### config.mk
export PLATFORM = sky130hd
export DESIGN_NAME = qvalue_writer_flat
export DESIGN_NICKNAME = d
export VERILOG_FILES = /design/src/rtl/qvalue_writer_if.sv /design/src/rtl/qvalue_writer.sv /design/src/flat_wrapper.sv
export SDC_FILE = /design/constraint.sdc
export NUM_CORES = 1
export LEC_CHECK = 0
export BUFFER_PORTS_ARGS = -buffer_cell sky130_fd_sc_hd__buf_2
export CORE_MARGIN = 10
export CORE_UTILIZATION = 40
export DETAILED_ROUTE_END_ITERATION = 8
export PLACE_DENSITY = 0.68
export SLEW_MARGIN = 10
export SYNTH_ARGS = -nofsm -noshare
export SYNTH_HDL_FRONTEND = slang
export SYNTH_SLANG_ARGS = --single-unit
### constraint.sdc
create_clock -name clock -period 3.62 [get_ports clock]
set_clock_uncertainty 0.1 [all_clocks]
set_input_delay 0.181 -clock clock [delete_from_list [all_inputs] [get_ports clock]]
set_output_delay 0.181 -clock clock [all_outputs]
set_load 0.05 [all_outputs]
### src/rtl/qvalue_writer_if.sv
// Shared node-memory port: byte address, write strobe and data in both directions.
// The writer drives the address/write side and reads back one clock after the address.
interface qvalue_writer_if #(
   parameter int WORD_WIDTH = 16
);
   logic [WORD_WIDTH-1:0] address;
   logic                  wr_en;
   logic [WORD_WIDTH-1:0] mem_data_in;
   logic [WORD_WIDTH-1:0] mem_data_out;

   modport master (
      output address,
      output wr_en,
      output mem_data_in,
      input  mem_data_out
   );

   modport slave (
      input  address,
      input  wr_en,
      input  mem_data_in,
      output mem_data_out
   );
endinterface

### src/rtl/qvalue_writer.sv
// Searches the neighborID table for the lowest slot holding action_id and writes
// new_qvalue into the matching qValue slot of the shared node memory.
module qvalue_writer #(
   parameter int                     WORD_WIDTH    = 16,
   parameter logic [WORD_WIDTH-1:0]  NEIGHBOR_BASE = 16'h0048,
   parameter logic [WORD_WIDTH-1:0]  QVALUE_BASE   = 16'h01C8,
   parameter int                     MAX_NEIGHBORS = 64
) (
   input  logic                  clock,
   input  logic                  reset,
   input  logic                  en,
   input  logic                  start,
   input  logic [WORD_WIDTH-1:0] action_id,
   input  logic [WORD_WIDTH-1:0] new_qvalue,
   input  logic [6:0]            neighbor_count,
   output logic [5:0]            slot,
   output logic                  found,
   output logic                  done,
   qvalue_writer_if.master       mem
);

   localparam logic [6:0] MAX_CNT = 7'(MAX_NEIGHBORS);

   typedef enum logic [2:0] {
      IDLE  = 3'd0,
      FETCH = 3'd1,
      CHECK = 3'd2,
      WRITE = 3'd3,
      DONE  = 3'd4
   } state_t;

   state_t                state_q, state_d;
   logic [5:0]            idx_q, idx_d;
   logic [6:0]            count_q, count_d;
   logic [WORD_WIDTH-1:0] action_q, action_d;
   logic [WORD_WIDTH-1:0] qvalue_q, qvalue_d;
   logic [WORD_WIDTH-1:0] address_q, address_d;
   logic                  wr_en_q, wr_en_d;
   logic [WORD_WIDTH-1:0] mem_data_in_q, mem_data_in_d;
   logic [5:0]            slot_q, slot_d;
   logic                  found_q, found_d;
   logic                  done_q, done_d;

   logic [6:0]            count_clamped;
   logic [6:0]            idx_plus_one;
   logic [5:0]            idx_next;

   // Byte offset of a 16-bit table entry: index shifted left by one.
   function automatic logic [WORD_WIDTH-1:0] entry_offset(input logic [5:0] index);
      return {{(WORD_WIDTH-7){1'b0}}, index, 1'b0};
   endfunction

   assign count_clamped = (neighbor_count > MAX_CNT) ? MAX_CNT : neighbor_count;
   assign idx_plus_one  = {1'b0, idx_q} + 7'd1;
   assign idx_next      = idx_q + 6'd1;

   always_comb begin
      state_d       = state_q;
      idx_d         = idx_q;
      count_d       = count_q;
      action_d      = action_q;
      qvalue_d      = qvalue_q;
      address_d     = address_q;
      wr_en_d       = wr_en_q;
      mem_data_in_d = mem_data_in_q;
      slot_d        = slot_q;
      found_d       = found_q;
      done_d        = done_q;

      if (en) begin
         case (state_q)
            IDLE: begin
               if (start) begin
                  action_d = action_id;
                  qvalue_d = new_qvalue;
                  count_d  = count_clamped;
                  idx_d    = '0;
                  found_d  = 1'b0;
                  slot_d   = '0;
                  if (count_clamped == 7'd0) begin
                     done_d  = 1'b1;
                     state_d = DONE;
                  end else begin
                     // Address is presented for the whole FETCH cycle so the
                     // memory's registered read is ready by CHECK.
                     address_d = NEIGHBOR_BASE;
                     state_d   = FETCH;
                  end
               end
            end
            FETCH: begin
               state_d = CHECK;
            end
            CHECK: begin
               if (mem.mem_data_out == action_q) begin
                  slot_d        = idx_q;
                  found_d       = 1'b1;
                  address_d     = QVALUE_BASE + entry_offset(idx_q);
                  mem_data_in_d = qvalue_q;
                  wr_en_d       = 1'b1;
                  state_d       = WRITE;
               end else if (idx_plus_one == count_q) begin
                  found_d = 1'b0;
                  done_d  = 1'b1;
                  state_d = DONE;
               end else begin
                  idx_d     = idx_next;
                  address_d = NEIGHBOR_BASE + entry_offset(idx_next);
                  state_d   = FETCH;
               end
            end
            WRITE: begin
               wr_en_d = 1'b0;
               done_d  = 1'b1;
               state_d = DONE;
            end
            DONE: begin
               if (!start) begin
                  done_d  = 1'b0;
                  state_d = IDLE;
               end
            end
            default: begin
               state_d = IDLE;
            end
         endcase
      end
   end

   always_ff @(posedge clock or posedge reset) begin
      if (reset) begin
         state_q       <= IDLE;
         idx_q         <= '0;
         count_q       <= '0;
         action_q      <= '0;
         qvalue_q      <= '0;
         address_q     <= '0;
         wr_en_q       <= 1'b0;
         mem_data_in_q <= '0;
         slot_q        <= '0;
         found_q       <= 1'b0;
         done_q        <= 1'b0;
      end else begin
         state_q       <= state_d;
         idx_q         <= idx_d;
         count_q       <= count_d;
         action_q      <= action_d;
         qvalue_q      <= qvalue_d;
         address_q     <= address_d;
         wr_en_q       <= wr_en_d;
         mem_data_in_q <= mem_data_in_d;
         slot_q        <= slot_d;
         found_q       <= found_d;
         done_q        <= done_d;
      end
   end

   // Gating with en stalls the strobe so a frozen WRITE cycle never commits early.
   assign mem.wr_en       = wr_en_q & en;
   assign mem.address     = address_q;
   assign mem.mem_data_in = mem_data_in_q;
   assign slot            = slot_q;
   assign found           = found_q;
   assign done            = done_q;

endmodule
### src/flat_wrapper.sv
// flat-port wrapper written by rule: the top's interface ports become plain ports
module qvalue_writer_flat 
#(
   parameter int                     WORD_WIDTH    = 16,
   parameter logic [WORD_WIDTH-1:0]  NEIGHBOR_BASE = 16'h0048,
   parameter logic [WORD_WIDTH-1:0]  QVALUE_BASE   = 16'h01C8,
   parameter int                     MAX_NEIGHBORS = 64
)
  (clock, reset, en, start, action_id, new_qvalue, neighbor_count, slot, found, done, mem_address, mem_wr_en, mem_mem_data_in, mem_mem_data_out);
  qvalue_writer_if #(.WORD_WIDTH(WORD_WIDTH)) mem_i ();
  input  logic clock;
  input  logic reset;
  input  logic en;
  input  logic start;
  input  logic [WORD_WIDTH-1:0] action_id;
  input  logic [WORD_WIDTH-1:0] new_qvalue;
  input  logic [6:0] neighbor_count;
  output logic [5:0] slot;
  output logic found;
  output logic done;
  output wire logic [$bits(mem_i.address)-1:0] mem_address;
  output wire logic [$bits(mem_i.wr_en)-1:0] mem_wr_en;
  output wire logic [$bits(mem_i.mem_data_in)-1:0] mem_mem_data_in;
  input wire logic [$bits(mem_i.mem_data_out)-1:0] mem_mem_data_out;
  assign mem_address = mem_i.address;
  assign mem_wr_en = mem_i.wr_en;
  assign mem_mem_data_in = mem_i.mem_data_in;
  assign mem_i.mem_data_out = mem_mem_data_out;
  qvalue_writer #(.WORD_WIDTH(WORD_WIDTH), .NEIGHBOR_BASE(NEIGHBOR_BASE), .QVALUE_BASE(QVALUE_BASE), .MAX_NEIGHBORS(MAX_NEIGHBORS)) u_core (.clock(clock), .reset(reset), .en(en), .start(start), .action_id(action_id), .new_qvalue(new_qvalue), .neighbor_count(neighbor_count), .slot(slot), .found(found), .done(done), .mem(mem_i));
endmodule
=== Yosys cells after proc, flatten, opt, wreduce, memory -nomap -nowiden ===
Index checks and enable logic that the tools add are counted.
W data, S select, Z words.

* Register bits: 89
* Input bits: 59

* Mux-type cells: 30
* Bitwise logic cells: 1
* Order comparisons: 1
* Equality and inequality tests: 16
* $add $sub $neg: 4
* Reductions and logical operators: 14

{| class="wikitable"
|+ Operators by type and width
! kind !! number
|-
| $mux W16 || 4
|-
| $pmux W16 S2 || 1
|-
| $mux W6 || 4
|-
| $pmux W6 S2 || 2
|-
| $eq A16 B16 Y1 || 1
|-
| $mux W3 || 5
|-
| $pmux W3 S5 || 1
|-
| $reduce_and A3 Y1 || 4
|-
| $add A9 B7 Y10 const A || 1
|-
| $ne A2 B2 Y1 const B || 5
|-
| $reduce_and A5 Y1 || 2
|-
| $mux W1 || 9
|-
| $add A7 B7 Y8 const A || 1
|-
| $reduce_and A4 Y1 || 2
|-
| $add A6 B1 Y7 const B || 1
|-
| $eq A7 B7 Y1 || 1
|-
| $gt A7 B7 Y1 const B || 1
|-
| $logic_not A7 Y1 || 1
|-
| $mux W7 || 1
|-
| $reduce_and A7 Y1 || 1
|-
| $add A6 B1 Y6 const B || 1
|-
| $eq A3 B2 Y1 const B || 2
|-
| $ne A2 B1 Y1 const B || 3
|-
| $pmux W1 S2 || 2
|-
| 9 further kinds || 10
|}

=== Depth between registers and ports, before layout ===
* Depth in word-level cells: 6
* Gate-level depth with buffers: 8

=== Worst setup path after synthesis ===
OpenSTA, ideal clock, no wires.

* Path type: register to register
* From: register u_core.idx_q[0]
* To: register u_core.address_q[1] (netlist: u_core.mem.address[1])
* Path slack: 0.834 ns
* Clock period less this slack: 2.786 ns
* Required time: 3.395 ns
* Stages on the path, launching flop included: 9
* Arrival: 2.561 ns
* Cell sequence: dfrtp_1 > ha_1 > clkbuf_1 > nand4_1 > xnor2_1 > a2111oi_0 > nand3_1 > o211ai_4 > mux2_2

* Word-level cells in the longest chain between the ends: 5

{| class="wikitable"
|+ Ends and longest elaborated chain
! item !! line !! RTL
|-
| start, declared || qvalue_writer.sv:33 || <nowiki>logic [5:0] idx_q, idx_d;</nowiki>
|-
| start signal, assigned || qvalue_writer.sv:145 || <nowiki>idx_q <= idx_d;</nowiki>
|-
| $add A6 B1 Y6 || qvalue_writer.sv:55 || <nowiki>assign idx_next = idx_q + 6'd1;</nowiki>
|-
| $add A7 B7 Y8 || qvalue_writer.sv:108 || <nowiki>address_d = NEIGHBOR_BASE + entry_offset(idx_next);</nowiki>
|-
| $mux W16 || qvalue_writer.sv:102 || <nowiki>end else if (idx_plus_one == count_q) begin</nowiki>
|-
| $mux W16 || qvalue_writer.sv:95 || <nowiki>if (mem.mem_data_out == action_q) begin</nowiki>
|-
| $pmux W16 S2 || qvalue_writer.sv:71 || <nowiki>case (state_q)</nowiki>
|-
| end signal, assigned || qvalue_writer.sv:149 || <nowiki>address_q <= address_d;</nowiki>
|-
| end, declared || qvalue_writer.sv:37 || <nowiki>logic [WORD_WIDTH-1:0] address_q, address_d;</nowiki>
|}

Parallel ways exist; a longest one is shown, timed or not. The select of a mux whose other input is x is not followed.
A chain may end at the register's enable or synchronous reset.

=== Worst setup path in the final report ===
* From: register u_core.idx_q[0]
* To: register u_core.idx_q[0]

* Word-level cells in the longest chain between the ends: 4

{| class="wikitable"
|+ Ends and longest elaborated chain
! item !! line
|-
| $add A6 B1 Y7 / $add A6 B1 Y6 (equally long branches) || qvalue_writer.sv:54, qvalue_writer.sv:55
|-
| $eq A7 B7 Y1 / $mux W6 (equally long branches) || qvalue_writer.sv:102
|-
| $ne A2 B2 Y1 (no line) / $mux W6 (equally long branches) || --
|-
| $reduce_and A5 Y1 (no line) / $pmux W6 S2 (equally long branches) || --
|}

Parallel ways exist; a longest one is shown, timed or not. The select of a mux whose other input is x is not followed.

==> PnR_summary.wiki <==
{| class="wikitable"
! Metric !! Value
|-
| Count of max-cap constraint violations || 0
|-
| Level count of the clock H-tree || 3
|-
| Final-report max-slew violation count || 0
|-
| Data arrival time at the worst-slack endpoint || 3.33 ns
|-
| Via count || slightly below 3k
|-
| Async set-reset flop share out of synthesis || 100%
|-
| Maximum achievable frequency || 0.313 GHz
|-
| Internal power || just over 2000 µW
|-
| Pin count of the biggest net entering global routing || 58
|-
| Result of the run || finished, final reports clean
|-
| Final-layout fill cell count || roughly 910
|-
| Post-DP Area || 4550 µm²
|-
| Io pins || 100
|-
| Number of global-route vias before repair || 3395
|-
| Antenna violations before repair || 0
|-
| Flop pwr share || 44.2%
|-
| First-pass GRT wire length || 16800 µm
|-
| Proportion of synthesized chip area in sequential cells || about half
|-
| Area Overhead vs Synth || 28.8%
|-
| Clock-pin slew on the worst setup and hold paths || 0.10 ns
|-
| Clock Power Share || 19.6%
|-
| Number of standard cells after synthesis || 331
|-
| Footprint of the flip-flops and latches || 2050 µm²
|-
| Post-synth top flop || sky130_fd_sc_hd__dfrtp_1
|-
| Remaining global-route overflow || 0
|-
| TritonCTS clock tree || done
|-
| DRC violation count after routing || 0
|-
| Worst setup EP type || flip-flop
|-
| Unrepaired setup endpoints after global routing || false
|-
| Antenna Diode Count || 0
|-
| Category of the most critical setup path || flip-flop to flip-flop
|-
| Sort of element at the start of the critical path || flip-flop
|-
| CP peak stage delay || roughly 0.75 ns
|-
| Net switching power of the design || 1180 µW
|-
| Cell Rows || 36
|-
| Req. time, crit path || 3.75 ns
|-
| HPWL reported at the end of detailed placement || 6980 µm
|-
| Area of combinational cells with multiple inputs || 1820 µm²
|-
| Largest buffer count on any clock path || 2
|-
| Leakage power || about 0.0024 µW
|-
| Ratio of cells with drive above 1 in the final layout || 37.7%
|-
| Synthesis Warnings || 0
|-
| Number of nets with antenna violations after detailed routing || 0
|-
| Post-CTS Setup Repair Bufs || 0
|-
| Sink count of the clock tree || 82
|-
| Number of setup violations in the final report || 0
|-
| Hold violation count in the final report || 0
|-
| Post-cts repair resize count || 0
|-
| Synthesized area || 3970 µm²
|-
| Average cell area after synthesis || 12.0 µm²
|-
| Share of the clock period used by the worst path after layout || 88.4%
|-
| Drt pass-1 iters || 4
|-
| Category of cells accounting for the largest share of critical-path delay || compound AO/OA/AOI/OAI gates
|-
| Number of buffers added on ports || 92
|-
| Number of unique standard cell types used by synthesis || 48
|-
| Cell breakdown of the critical path || ha_1, nand4_1, xnor2_1, a2111oi_0, a31oi_1, nor2b_1, mux2_2
|-
| Clock root cell || sky130_fd_sc_hd__clkbuf_8
|-
| Fraction of power consumed by combinational cells || 36.2%
|-
| Worst max-slew margin expressed relative to the limit || 34.7%
|-
| Ratio of routed vias to standard cells || ~5.0
|-
| Seq cells post-synth || 82
|-
| Die Ht || 120 µm
|-
| Area enclosed by the die boundary || around 14000 µm²
|-
| Total number of nets in the final design || 524
|-
| Routed WL || between 9000 and 10000 µm
|-
| Overall routing resource usage || 14.1%
|-
| Largest fanout on the critical path || 10
|-
| Critical-path cell with the highest stage delay || sky130_fd_sc_hd__a2111oi_0
|-
| Post-Layout Inst Area || 5110 µm²
|-
| Combined buffer and inverter count along the critical path || 0
|-
| Starting DRC count in detailed routing || 143
|-
| PD cells || 629 nW/µm²
|-
| Path class of the lowest-slack min-delay path || input pin to flip-flop
|-
| Slew at the pin with the worst max-slew slack || 0.976 ns
|-
| Initial cell density of the core || 40.8%
|-
| Switching share of power || 36.7%
|-
| Clock buffers created by TritonCTS || 9
|-
| Final estimated routing congestion in global placement || approximately 0.83
|-
| Routed wire length per instance || 16.3 µm
|-
| Die width || 120 µm
|-
| Aggregate negative setup slack || 0 ns
|-
| Number of flops mapped to enable cells by yosys || 0
|-
| Final period demand of the worst path || around 3.2 ns
|-
| VDD IR max || ~0.28 mV
|-
| Clock latency on the worst-skew pair || 0.35 ns
|-
| Placeable core area || 9730 µm²
|}
## cell usage in the layout (no fill, tap or decap), drive strengths merged, types with 5 or more instances in the layout
master        n
dfrtp        82
dlygate4sd3  38
nor2          9
a22o          7
clkbuf        9
xnor2        25
inv           7
and2          5
conb          7
mux2         58
buf          96
nor2b         5
o21ai        12
a21oi         8
nand2b        8
nand4         7
nand3         6
xor2          5
nand2        23
## tightest hold or removal path: cells and delay by family
family,cells,cell delay [ns]
AND/OR/NAND/NOR,1,0.07
AO/OA/AOI/OAI,1,0.07
buffers and inverters,1,0.10
## logic make-up after synthesis
logic type | share of synthesized area (%)
DFF | 51.7
and+or+nand+nor | 10.9
muxes | 17.5
AOI/OAI and AO/OA | 8.58
xor gates and xnor gates | 7.19
buffers and inverters | 3.09
adders and majority gates | 0.946
other | 0.0945
## layer usage
layer,routed length [µm],up-vias,track usage [%]
li1,-,1425,-
met1,3970,1475,15.9
met2,5010,78,24.3
met3,766,4,5.44
met4,56,0,4.22
met5,0,-,0
## synthesized netlist by cell type (all sizes together) (6+ instances only)
library cell  number  area (µm²)
xnor2             25         219
nand2b             8        50.1
nand3              6        30.0
a22o               7        61.3
dfrtp             82        2050
nor2               9        33.8
buf               10        66.3
nand4              7        43.8
nand2             23        86.3
clkbuf            10        37.5
a21oi              8        40.0
o21ai             12        60.1
mux2              58         653
## cell type report
cell class / instances / share of cell area [%]
Sequential cell: 82 / 40.1
Timing Repair Buffer: 134 / 17.0
Clock buffer: 9 / 2.42
Multi-Input combinational cell: 230 / 35.6
Tap cell: 133 / 3.26
Inverter: 5 / 0.392
Clock inverter: 7 / 1.17
## registers in the layout, indices dropped and copies added, names as in the netlist
| name | count |
|---|---|
| u_core.done | 1 |
| u_core.count_q | 7 |
| u_core.qvalue_q | 16 |
| u_core.found | 1 |
| u_core.mem.address | 9 |
| u_core.wr_en_q | 1 |
| u_core.slot | 6 |
| u_core.action_q | 16 |
| u_core.mem.mem_data_in | 16 |
| u_core.state_q | 3 |
| u_core.idx_q | 6 |
## path summary, 6_finish.rpt
check / from / endpoint / slack (ns) / cells past startpoint
setup / recovery: u_core.idx_q[0] / u_core.idx_q[0] / 0.42 / 7
hold / removal: neighbor_count[4] / u_core.count_q[4] / 0.01 / 3
setup reg to reg: u_core.idx_q[0] / u_core.idx_q[0] / 0.42 / 7
hold reg to reg: u_core.mem.address[4] / u_core.mem.address[4] / 0.41 / 1
max in group asynchronous: reset / u_core.idx_q[3] / 2.03 / 4
min in group asynchronous: reset / u_core.action_q[14] / 0.49 / 3
## power groups by stage
| stage | sequential [µW] | combinational (µW) | clock, µW |
|---|---|---|---|
| after floorplan | 1440 | 876 | 0 |
| after global placement | 1420 | 1110 | 0 |
| after detailed placement | 1440 | 1140 | 0 |
| after CTS | 1420 | 1170 | 649 |
| after global routing | 1460 | 1290 | 695 |
| final | 1420 | 1160 | 629 |
## metrics by stage
stage                     power, µW  hold slack, ns  cells  setup WS [ns]  utilization (%)
after floorplan                2320           0.229    337          0.834                -
after global placement         2530           0.312    546          0.638             46.7
after global routing           3450         0.00761    600         0.0630             52.5
after CTS                      3250        0.000464    600          0.470             52.5
final                          3210          0.0109    600          0.421             52.5
after detailed placement       2580           0.317    546          0.477             46.7
## timing repair
action / in CTS / in global routing
hold endpoints to repair: 93 / 0
endpoints found under the setup margin: 0 / 0
hold buffers: 38 / 0
(Power assumes the default switching activity.)
